File: config.mk
export PLATFORM = sky130hd
export DESIGN_NAME = serial_subtractor
export DESIGN_NICKNAME = d
export VERILOG_FILES = /design/src/rtl/serial_subtractor.sv
export SDC_FILE = /design/constraint.sdc
export NUM_CORES = 1
export LEC_CHECK = 0
export CAP_MARGIN = 20
export CORE_MARGIN = 2
export CORE_UTILIZATION = 35
export CTS_CLUSTER_DIAMETER = 100
export DETAILED_ROUTE_END_ITERATION = 10
export HOLD_SLACK_MARGIN = 0.03
export PLACE_DENSITY_LB_ADDON = 0.15
export SYNTH_ARGS = -nofsm -noshare
export SYNTH_HDL_FRONTEND = slang
export SYNTH_SLANG_ARGS = --single-unit
File: constraint.sdc
create_clock -name clk -period 1.8 [get_ports clk]
set_input_delay 0.27 -clock clk [delete_from_list [all_inputs] [get_ports clk]]
set_output_delay 0.27 -clock clk [all_outputs]
set_load 0.02 [all_outputs]
File: src/rtl/serial_subtractor.sv
// -----------------------------------------------------------------------------
// serial_subtractor
//   Bit-serial subtractor. Computes diff = a - b - bin (mod 2^WIDTH), one bit
//   per clock, LSB first, through a single full-subtractor cell and a
//   registered borrow. An operation is requested with start, runs for WIDTH
//   busy cycles and ends with a one-cycle done pulse. diff/bout/ovf are held
//   until the next operation completes.
//
// Ports
//   clk     in   1      rising-edge clock
//   rst_n   in   1      synchronous active-low reset
//   start   in   1      request, accepted only while busy==0
//   a       in   WIDTH  minuend, sampled in the accept cycle
//   b       in   WIDTH  subtrahend, sampled in the accept cycle
//   bin     in   1      borrow-in, sampled in the accept cycle
//   busy    out  1      operation in progress
//   done    out  1      one-cycle pulse, results newly updated
//   diff    out  WIDTH  a - b - bin (mod 2^WIDTH)
//   bout    out  1      final borrow-out
//   ovf     out  1      signed two's-complement overflow
//
// State table
//   state | meaning
//   IDLE  | waiting for start
//   SHIFT | processing bit cnt_q of the latched operands
//   DONE  | results valid for one cycle; start here is accepted immediately
// -----------------------------------------------------------------------------
module serial_subtractor #(
    parameter int WIDTH = 8
) (
    input  logic             clk,
    input  logic             rst_n,
    input  logic             start,
    input  logic [WIDTH-1:0] a,
    input  logic [WIDTH-1:0] b,
    input  logic             bin,
    output logic             busy,
    output logic             done,
    output logic [WIDTH-1:0] diff,
    output logic             bout,
    output logic             ovf
);

    localparam int CNT_W = (WIDTH > 2) ? $clog2(WIDTH) : 1;
    localparam logic [CNT_W-1:0] CNT_LAST = CNT_W'(WIDTH - 1);

    typedef enum logic [1:0] {
        IDLE  = 2'd0,
        SHIFT = 2'd1,
        DONE  = 2'd2
    } state_t;

    state_t             state_q, state_d;
    logic [WIDTH-1:0]   a_q, a_d;
    logic [WIDTH-1:0]   b_q, b_d;
    logic               br_q, br_d;
    logic [CNT_W-1:0]   cnt_q, cnt_d;
    logic [WIDTH-1:0]   diff_q, diff_d;
    logic               bout_q, bout_d;
    logic               ovf_q, ovf_d;

    logic a_bit, b_bit, d_bit, br_next;

    // Full-subtractor cell on the current LSBs of the operand shift registers.
    assign a_bit   = a_q[0];
    assign b_bit   = b_q[0];
    assign d_bit   = a_bit ^ b_bit ^ br_q;
    assign br_next = (~a_bit & b_bit) | (~(a_bit ^ b_bit) & br_q);

    always_ff @(posedge clk) begin
        if (!rst_n) begin
            state_q <= IDLE;
            a_q     <= '0;
            b_q     <= '0;
            br_q    <= 1'b0;
            cnt_q   <= '0;
            diff_q  <= '0;
            bout_q  <= 1'b0;
            ovf_q   <= 1'b0;
        end else begin
            state_q <= state_d;
            a_q     <= a_d;
            b_q     <= b_d;
            br_q    <= br_d;
            cnt_q   <= cnt_d;
            diff_q  <= diff_d;
            bout_q  <= bout_d;
            ovf_q   <= ovf_d;
        end
    end

    always_comb begin
        state_d = state_q;
        a_d     = a_q;
        b_d     = b_q;
        br_d    = br_q;
        cnt_d   = cnt_q;
        diff_d  = diff_q;
        bout_d  = bout_q;
        ovf_d   = ovf_q;

        unique case (state_q)
            IDLE, DONE: begin
                if (start) begin
                    a_d     = a;
                    b_d     = b;
                    br_d    = bin;
                    cnt_d   = '0;
                    state_d = SHIFT;
                end else begin
                    state_d = IDLE;
                end
            end

            SHIFT: begin
                // Result bits enter a_q from the top as operand bits leave the
                // bottom, so after WIDTH steps a_q would hold the difference.
                a_d   = {d_bit, a_q[WIDTH-1:1]};
                b_d   = {1'b0, b_q[WIDTH-1:1]};
                br_d  = br_next;
                cnt_d = cnt_q + 1'b1;
                if (cnt_q == CNT_LAST) begin
                    // a_bit/b_bit are the operand MSBs and d_bit is diff MSB here.
                    cnt_d   = '0;
                    diff_d  = {d_bit, a_q[WIDTH-1:1]};
                    bout_d  = br_next;
                    ovf_d   = (a_bit != b_bit) && (d_bit != a_bit);
                    state_d = DONE;
                end
            end

            default: state_d = IDLE;
        endcase
    end

    assign busy = (state_q == SHIFT);
    assign done = (state_q == DONE);
    assign diff = diff_q;
    assign bout = bout_q;
    assign ovf  = ovf_q;

endmodule

==> qor.txt <==
max-slew violations = 0
Placer Congestion = 0.752
Yosys warning count = 0
Worst Hold Class = register to register
Max-slew headroom = 71.5%
Setup TNS Final = 0 ps
core area = 0.00369 mm^2
worst-margin pin slew = 426 ps
CP bufs+invs = 1
Cell Int Power = 1.10 mW
syn nets = 188
# diodes = 0
Critical Path RT = 1530 ps
critical path launch point = state_q[1]
Final Hold Violating Endpoints = 0
Cells after DPL = 237
Synth Cell Area = 0.00135 mm^2
area delta synth->final = 29.5%
synth top area cells = dfxtp_1 (47%), nand2_1 (14%), a31oi_1 (7.4%)
Period Utilization, post-route = 91.2%
total power = 1.47 mW
Vias = 1196
peak supply drop = 0.486 mV
hold path startpoint = diff[1]
Pwr Density = 837 mW/mm^2
final-layout fill cell count = 370
total global routing overflow = 0
most frequent cells in the layout = nand2_1 (49), dfxtp_1 (32), clkdlybuf4s50_1 (30), o21ai_0 (16), a31oi_1 (16)
Nets = 220
Finished Layout Cells = 242
Multi-input gate area = 613 um^2
Flop pwr share = 53.1%
crit path launch type = register
CP top delay family = buffers and inverters
CTS tree = yes
initial antenna violation count = 0
CP arrival = 1370 ps
buffers added on ports = 31
worst slack, placed = 275 ps
final WL = 2980 um
FF+latch area = 641 um^2
vias in the first global route = 1047
H-Tree Depth = 2
Clock Skew = 5.85 ps
GRT Overall Usage = 14.7%
sw frac = 24.9%
Gate power share = 14.4%
layout cells sized above 1 = 6.19%
First DRT Iteration DRCs = 51
dpl cell area = 0.00168 mm^2
RSZ-0062 raised after global routing = no
Psw = 0.365 mW
DR WL/cell = 12.3 um
first-pass GRT wire length = 4840 um
status = complete, no violations
ordered list of cells on the worst path = nor2b_1, clkdlybuf4s50_1
CP max stage delay = 600 ps
Final Cell Area = 0.00175 mm^2
CP max-delay cell = clkdlybuf4s50_1
Ports = 32
critical path class = register to output pin
clock transition at the registers of the reported paths = 60 ps
commonest non-fill, non-tap cell in the layout = nand2_1
clock sinks = 32
count of cell types in the netlist = 24
RR Startpoint = cnt_q[0]
largest net degree at the start of global routing = 38
CP Max Fanout = 5
DR vias/cell = 4.94
detailed placement HPWL = 2100 um
min Tclk post-route = 1640 ps
max_cap viols = 0
FMAX = 609 MHz
root buffer cell = clkbuf_8
Routed Antenna Nets = 0
clock latency on the worst-skew pair = 280 ps
height of the die = 66.2 um
Initial Util = 36.7%
post-synth top area cell = dfxtp_1
Placement Rows = 22
Post-CTS Setup Bufs = 0
Residual DRC = 0
Die ar. = 0.00438 mm^2
sequential share of the synthesized area = 47.4%
synthesized netlist cell count = 164
total CTS buffers = 5
Yosys reg bits = 32
endpoints failing setup = 0
first-pass detailed-route iteration total = 4
Clk network pwr share = 32.5%
CP endpoint kind = output pin
Worst Slack Setup Final = 158 ps
syn_area_per_cell = 8.25 um^2
clock buffer depth = 2
Static Leak = 0.653 nW
Die Span X = 66.2 um
Synth top area share = 47.4%
[per-stage QoR]
step	hold WS (ps)	utilization (%)
floorplan	406	-
global placement	448	45.6
detailed placement	449	45.6
CTS	459	47.4
global route	482	47.5
finish	459	47.5
[synth_stat cells, drive strengths merged]
| cell | instances |
|---|---|
| nor2b | 2 |
| clkbuf | 1 |
| buf | 11 |
| and3b | 1 |
| a21oi | 12 |
| o41ai | 1 |
| nand2b | 2 |
| o21ai | 16 |
| nor2 | 3 |
| a211oi | 1 |
| inv | 3 |
| dfxtp | 32 |
| xor2 | 1 |
| and2 | 1 |
| nor4b | 1 |
| a2bb2oi | 1 |
| nand3 | 5 |
| nand3b | 1 |
| nand2 | 49 |
| fa | 1 |
| a31oi | 16 |
| ha | 3 |
[state kept, by name, summed over array words and instances, names as in the netlist]
name and count:
bout 1, diff 8, state_q 2, br_q 1
b_q 8, cnt_q 3, a_q 8, ovf 1
[logic make-up after synthesis]
family / count (synthesis) / share of synthesized area [%]
buffers and inverters: 15 / 7.31
XOR/XNOR: 1 / 0.648
AND/OR/NAND/NOR: 65 / 20.4
AO/OA/AOI/OAI: 47 / 20.0
flip-flops: 32 / 47.4
adder cells (fa/ha/maj): 4 / 4.26
[final cells by class]
cell class	instances	area share (%)
Clock buffer	5	3.93
Sequential cell	32	36.6
Multi-Input combinational cell	117	35.0
Timing Repair Buffer	37	20.4
Inverter	3	0.643
Tap cell	48	3.43
[worst min-delay path, stage by stage (launching register included)]
cell     delay (ps)
dfxtp_1         310
nand2_1          50
a21oi_1          50
[routing by layer]
layer,share of wire [%],GRT usage [%]
met1,49,19.7
met2,43,21.4
met3,5.9,4.09
met4,1.4,7.65
met5,0,0
[power by group through the flow]
stage          sequential, mW  clock [mW]  combinational, mW
3_3_place_gp            0.793           0              0.207
3_5_place_dp            0.794           0              0.212
6_report                0.778       0.476              0.211
5_1_grt                 0.783       0.524              0.235
4_1_cts                 0.778       0.494              0.214
2_1_floorplan           0.786           0              0.143
[path summary, 6_finish.rpt]
kind	to	slack (ps)	cells past startpoint
max	done	160	2
min	diff[1]	460	2
max reg2reg	ovf	250	4
min reg2reg	diff[1]	460	2
[repair_timing]
item | CTS | global route
hold buffers | 0 | 0
endpoints found under the setup margin | 0 | 1
gates resized for setup | 0 | 1
(Power assumes the default switching activity.)
